`src/rtl/mem_stage_pkg.sv`:
```
// Shared definitions for the memory access stage: FSM state encoding and
// default bus widths.
package mem_stage_pkg;

  localparam int ADDR_W = 16;
  localparam int DATA_W = 8;
  localparam int PREG_W = 5;
  localparam int ARCH_W = 8;

  typedef enum logic [1:0] {
    IDLE = 2'd0,
    REQ  = 2'd1,
    WAIT = 2'd2,
    DONE = 2'd3
  } state_e;

endpackage

```
`src/rtl/memstage_fwd_reg.sv`:
```
// One-entry store-forwarding register. Holds the address and data of the
// most recently completed store. Provides a combinational exact-address
// compare for a load that is being accepted.
module memstage_fwd_reg
  import mem_stage_pkg::*;
#(
  parameter int AW = ADDR_W,
  parameter int DW = DATA_W
) (
  input  logic          clk,
  input  logic          rst,
  input  logic          we,
  input  logic [AW-1:0] waddr,
  input  logic [DW-1:0] wdata,
  input  logic [AW-1:0] laddr,
  output logic          hit,
  output logic [DW-1:0] rdata
);

  logic          valid;
  logic [AW-1:0] addr;
  logic [DW-1:0] data;

  // Capture each completed store; a store to the same address simply overwrites.
  always_ff @(posedge clk) begin
    if (rst) begin
      valid <= 1'b0;
      addr  <= '0;
      data  <= '0;
    end else if (we) begin
      valid <= 1'b1;
      addr  <= waddr;
      data  <= wdata;
    end
  end

  assign hit   = valid & (addr == laddr);
  assign rdata = data;

endmodule

```
`src/rtl/memory_access_stage.sv`:
```
// Memory access stage of the load/store path. Accepts one resolved memory
// operation at a time, issues a single outstanding request to the data
// memory, and returns the result on the writeback handshake.
// Optional feature: define STORE_FWD_EN to add a one-entry store-forwarding
// register so a load hitting the last store address skips memory.
//
//   state | meaning
//   ------+-----------------------------------------------------------
//   IDLE  | no operation in flight, ready for input
//   REQ   | memory request presented, waiting for mem_req_ready
//   WAIT  | load request accepted, waiting for mem_rdata_valid
//   DONE  | writeback beat presented, waiting for wb_ready
module memory_access_stage
  import mem_stage_pkg::*;
#(
  parameter int ADDR_W = mem_stage_pkg::ADDR_W,
  parameter int DATA_W = mem_stage_pkg::DATA_W,
  parameter int PREG_W = mem_stage_pkg::PREG_W,
  parameter int ARCH_W = mem_stage_pkg::ARCH_W
) (
  input  logic              clk,
  input  logic              rst,
  input  logic [ADDR_W-1:0] in_addr,
  input  logic [PREG_W-1:0] in_dest_reg,
  input  logic [DATA_W-1:0] in_data,
  input  logic [ARCH_W-1:0] in_dest_arch_regs,
  input  logic              in_store,
  input  logic              in_valid,
  output logic              in_ready,
  output logic [ADDR_W-1:0] mem_addr,
  output logic [DATA_W-1:0] mem_wdata,
  output logic              mem_we,
  output logic              mem_req_valid,
  input  logic              mem_req_ready,
  input  logic [DATA_W-1:0] mem_rdata,
  input  logic              mem_rdata_valid,
  output logic [PREG_W-1:0] wb_reg,
  output logic [DATA_W-1:0] wb_data,
  output logic [ARCH_W-1:0] wb_arch_regs,
  output logic              wb_store,
  output logic              wb_valid,
  input  logic              wb_ready
);

  state_e state, state_next;

  logic              accept;
  logic              fwd_hit;
  logic              fwd_load;
  logic              store_done;
  logic [DATA_W-1:0] fwd_data;
  logic [PREG_W-1:0] tag_q;
  logic [ARCH_W-1:0] arch_q;
  logic              store_q;

  assign in_ready   = (state == IDLE) | ((state == DONE) & wb_ready);
  assign accept     = in_valid & in_ready;
  assign fwd_load   = accept & ~in_store & fwd_hit;
  assign store_done = (state == REQ) & mem_req_ready & store_q;

`ifdef STORE_FWD_EN
  memstage_fwd_reg #(
    .AW(ADDR_W),
    .DW(DATA_W)
  ) u_fwd (
    .clk   (clk),
    .rst   (rst),
    .we    (store_done),
    .waddr (mem_addr),
    .wdata (mem_wdata),
    .laddr (in_addr),
    .hit   (fwd_hit),
    .rdata (fwd_data)
  );
`else
  assign fwd_hit  = 1'b0;
  assign fwd_data = '0;
`endif

  // State register.
  always_ff @(posedge clk) begin
    if (rst) state <= IDLE;
    else     state <= state_next;
  end

  // Next-state logic; a newly accepted op goes to REQ, or straight to DONE on a forward hit.
  always_comb begin
    state_next = state;
    case (state)
      IDLE: if (accept) state_next = fwd_load ? DONE : REQ;
      REQ:  if (mem_req_ready) state_next = store_q ? DONE : WAIT;
      WAIT: if (mem_rdata_valid) state_next = DONE;
      DONE: begin
        if (wb_ready) begin
          if (accept) state_next = fwd_load ? DONE : REQ;
          else        state_next = IDLE;
        end
      end
      default: state_next = IDLE;
    endcase
  end

  // Registered memory-side and writeback-side outputs plus latched op fields.
  always_ff @(posedge clk) begin
    if (rst) begin
      mem_addr      <= '0;
      mem_wdata     <= '0;
      mem_we        <= 1'b0;
      mem_req_valid <= 1'b0;
      wb_reg        <= '0;
      wb_data       <= '0;
      wb_arch_regs  <= '0;
      wb_store      <= 1'b0;
      wb_valid      <= 1'b0;
      tag_q         <= '0;
      arch_q        <= '0;
      store_q       <= 1'b0;
    end else if (accept) begin
      mem_addr      <= in_addr;
      mem_wdata     <= in_data;
      mem_we        <= in_store;
      tag_q         <= in_dest_reg;
      arch_q        <= in_dest_arch_regs;
      store_q       <= in_store;
      mem_req_valid <= ~fwd_load;
      wb_valid      <= fwd_load;
      if (fwd_load) begin
        wb_reg       <= in_dest_reg;
        wb_data      <= fwd_data;
        wb_arch_regs <= in_dest_arch_regs;
        wb_store     <= 1'b0;
      end
    end else begin
      case (state)
        REQ: begin
          if (mem_req_ready) begin
            mem_req_valid <= 1'b0;
            if (store_q) begin
              // Stores carry no register result: tag and data are zero.
              wb_valid     <= 1'b1;
              wb_store     <= 1'b1;
              wb_data      <= '0;
              wb_reg       <= '0;
              wb_arch_regs <= arch_q;
            end
          end
        end
        WAIT: begin
          if (mem_rdata_valid) begin
            wb_valid     <= 1'b1;
            wb_store     <= 1'b0;
            wb_data      <= mem_rdata;
            wb_reg       <= tag_q;
            wb_arch_regs <= arch_q;
          end
        end
        DONE: if (wb_ready) wb_valid <= 1'b0;
        default: ;
      endcase
    end
  end

endmodule

```
`config.mk`:
```
export PLATFORM = sky130hd
export DESIGN_NAME = memory_access_stage
export DESIGN_NICKNAME = d
export VERILOG_FILES = /design/src/rtl/mem_stage_pkg.sv /design/src/rtl/memstage_fwd_reg.sv /design/src/rtl/memory_access_stage.sv
export SDC_FILE = /design/constraint.sdc
export NUM_CORES = 1
export LEC_CHECK = 0
export CAP_MARGIN = 10
export CORE_AREA = 2 2 83 85
export CTS_BUF_LIST = sky130_fd_sc_hd__clkbuf_16
export DETAILED_ROUTE_END_ITERATION = 6
export DIE_AREA = 0 0 85 87
export PLACE_DENSITY = 0.75
export SYNTH_ARGS = -nofsm -noshare
export SYNTH_HDL_FRONTEND = slang
export SYNTH_SLANG_ARGS = --single-unit
```
`constraint.sdc`:
```
create_clock -name clk -period 1.55 [get_ports clk]
set_input_delay 0.2325 -clock clk [delete_from_list [all_inputs] [get_ports clk]]
set_output_delay 0.2325 -clock clk [all_outputs]
set_load 0.02 [all_outputs]
```
==> key figures <==
Power
  • Internal cell power: 4.958 mW
  • Clk pwr share: 27.4%
  • Flop pwr share: 28.4%
  • Switch Pwr: 2.596 mW
  • Leakage power: 1.630 nW
  • VDD IR-drop max: 1.006 mV
  • Comb power frac: 44.2%
  • Power Density: 1809 nW/um^2
  • Sw Ratio: 34.36%

Routing
  • DRT iter0 DRCs: 63
  • WL/cell: 13.68 um
  • Post-Route WL: 6.828 mm
  • Metal-1 WL: 2.832 mm
  • Max Used Layer: met4
  • DRT Pass-1 Iters: 4
  • Residual DRC: 0
  • Final ANT Viol Nets: 0
  • Via density: 4.758
  • Metal2 WL: 3.597 mm
  • Vias: 2374
  • Routed wl met3: 284 um

Place
  • DP Cell Count: 475
  • Placer Congestion: 0.8098
  • Buffers on Ports: 101
  • Post-DP HPWL: 4.449 mm
  • Placed cell areas: 3642 um^2

Floorplan
  • Die area: 7395 um^2
  • Die height: 87 um
  • Top-level I/O count: 102
  • Initial Util: 37.01%
  • Row cnt: 30
  • DIE WIDTH: 85 um
  • Core area: 6569 um^2

Synth
  • Seq/Total Area, Yosys: 52.70%
  • Syn avg cell area: 8.185 um^2
  • Post-synth ARST share: 0%
  • Post-synth cell types: 25
  • Synth Cell Area: 2431 um^2
  • Main synth FF type: dfxtp_1
  • Mapped Cells: 297
  • Post-synth EDFFs: 0
  • Ys Warns: 0
  • Syn nets: 354
  • Synth Register Bits: 64

Critical path
  • CP max stage cell: dfxtp_4
  • Worst r2r path cells: 6
  • Startpoint Class: flop
  • R2r setup slk: -0.03 ns
  • Critical R2R Launch: state[1]$_SDFFE_PP0P_
  • Worst Path Max Fanout: 5
  • Critical path type: reg2reg
  • FF-to-FF End: state[0]$_SDFFE_PP0P_
  • Endpoint class of the critical path: flop
  • WP data required: 1.77 ns
  • Arr. time, crit path: 1.79 ns
  • Slowest Stage Delay on Critical Path: 0.38 ns
  • CP cell instances: inv_4, ha_4, nor2b_4, a2111oi_4, nor2_1, a311oi_1

Worst hold path
  • WHS Endpoint: state[1]$_SDFFE_PP0P_
  • Hold path depth: 2
  • Worst min path class: in2reg
  • Worst hold start: rst

GRT
  • GRT Resource Usage Total: 17.56%
  • Initial antenna violation count: 0
  • First-pass GRT wire length: 10.27 mm
  • Number of global-route vias before repair: 2275
  • Gr ovfl total: 0
  • Largest net degree at the start of global routing: 32

Timing
  • Slew margin rel.: 69.55%
  • Period utilization: 101.8%
  • Max Slew Vio Count: 0
  • RSZ-0062 raised after global routing: true
  • Skew final: 0.004570 ns
  • Setup ws final: -0.02833 ns
  • Hold WS: 0.3568 ns
  • Worst-Margin Slew: 0.4568 ns
  • TNS Setup: -0.02833 ns
  • Final Hold Vio Count: 0
  • Post-layout min period: 1.578 ns
  • Max Fclk: 0.6336 GHz
  • Setup violators final: 1

Clocking
  • Clock Latency Late Sink: 0.31 ns
  • CTS tree: yes
  • Clock slew at reported path FFs: 0.05 ns
  • Num CTS Buffers: 9
  • H-tree levels: 3
  • Clk buf depth: 2
  • Hold buffers post-CTS: 0
  • CTS Root Cell: clkbuf_16
  • Clock sink total: 64

Status
  • Outcome: finished, violations left
  • Failing checks: negative setup slack

Cells and area
  • Final Instance Area: 4175 um^2
  • Max FFs per register: 16
  • Fraction of layout cells with a size suffix above 1: 18.14%
  • Largest Register: mem_addr
  • Antenna Cells: 0
  • Final Util: 63.56%
  • Fin nets: 471
  • Cell Count, Final, Fillers Out: 499
  • Area Overhead vs Synth: 71.74%

Run
  • Max-Cap Viols: 0
==> area by class of cell <==
type / count / area [um^2]
fill: 570 / 2394
timing repair buffer: 126 / 1310
sequential: 64 / 1289
multi-input combinational: 208 / 1140
clock buffer: 9 / 225.2
tap: 80 / 100.1
clock inverter: 7 / 87.58
inverter: 5 / 23.77
==> cell usage after synthesis (all sizes together), types with 3 or more instances <==
cell	number	area (um^2)
nor2	3	11.26
buf	11	77.57
nand2	109	409.1
a21oi	62	310.3
a211oi	3	35.03
inv	5	18.77
nand3	13	65.06
clkbuf	9	33.78
ha	5	62.56
nor2b	3	26.27
dfxtp	64	1281
==> worst max path at each step <==
stage	startpoint	to	slack, ns	depth (start not counted)
final	state[1]$_SDFFE_PP0P_	state[0]$_SDFFE_PP0P_	-0.03	6
after global placement	wb_ready	state[1]$_SDFFE_PP0P_	-0.15	6
after floorplan	state[0]$_SDFFE_PP0P_	mem_addr[3]$_SDFFE_PP0P_	0.02	8
after CTS	state[1]$_SDFFE_PP0P_	state[1]$_SDFFE_PP0P_	0.004	5
after global routing	state[1]$_SDFFE_PP0P_	state[0]$_SDFFE_PP0P_	-0.13	6
after detailed placement	wb_ready	state[0]$_SDFFE_PP0P_	-0.19	6
==> power by group through the flow <==
| stage | Sequential, mW | Combinational [mW] | Clock, mW |
|---|---|---|---|
| floorplan | 2.36 | 1.47 | 0 |
| global placement | 2.12 | 2.73 | 0 |
| detailed placement | 2.14 | 2.76 | 0 |
| CTS | 2.12 | 2.78 | 2.11 |
| global route | 2.17 | 3.61 | 2.20 |
| finish | 2.14 | 3.34 | 2.07 |
==> cell usage in the layout, fill, tap and decap left out, drive strengths merged <==
cell,synthesis,layout
nand2,109,109
clkdlybuf4s50,0,93
dfxtp,64,64
a21oi,62,62
buf,11,26
nand3,13,13
clkbuf,9,10
inv,5,6
dlymetal6s2s,0,5
ha,5,5
clkinv,0,4
nor2,3,3
nor2b,3,3
a211oi,3,3
bufinv,0,2
a21o,1,1
a211o,1,1
and2,1,1
a2111oi,1,1
mux2i,1,1
nor3,1,1
and3,1,1
nor4,1,1
o211ai,1,1
a311oi,1,1
dlygate4sd2,0,1
==> cell families (layout without fill, tap and decap cells) <==
kind of cell	Yosys count	in the layout	share of synthesized area (%)
buffers and inverters	25	147	5.352
adder cells (fa/ha/maj)	5	5	2.573
AO/OA/AOI/OAI	70	70	16.68
flip-flops	64	64	52.70
AND/OR/NAND/NOR	132	132	22.28
multiplexers	1	1	0.4118
==> metal layers <==
metal | GRT usage, % | up-vias
met3 | 3.981 | 9
met5 | 0 | -
li1 | - | 1213
met1 | 20.00 | 1091
met2 | 31.32 | 61
met4 | 7.937 | 0
==> repair_timing <==
| item | CTS | global route |
|---|---|---|
| setup buffers | 0 | 5 |
| gates cloned | 0 | 3 |
| resized for setup | 10 | 42 |
| pin swaps | 2 | 24 |
| endpoints found under the setup margin | 26 | 48 |
==> per-stage QoR <==
| stage | power (mW) | worst slack (ns) |
|---|---|---|
| finish | 7.553 | -0.02833 |
| global route | 7.979 | -0.1320 |
| CTS | 7.003 | 0.003857 |
| detailed placement | 4.903 | -0.1936 |
| global placement | 4.855 | -0.1469 |
| floorplan | 3.828 | 0.01572 |
==> worst max-delay path: cells and delay by family, from the launching register on <==
family / cells / cell delay, ns
AOI/OAI and AO/OA: 2 / 0.63
adders and majority gates: 1 / 0.18
buffers and inverters: 1 / 0.06
DFF: 1 / 0.38
and+or+nand+nor: 2 / 0.24
Note: power is estimated with default switching activity, not from simulation.
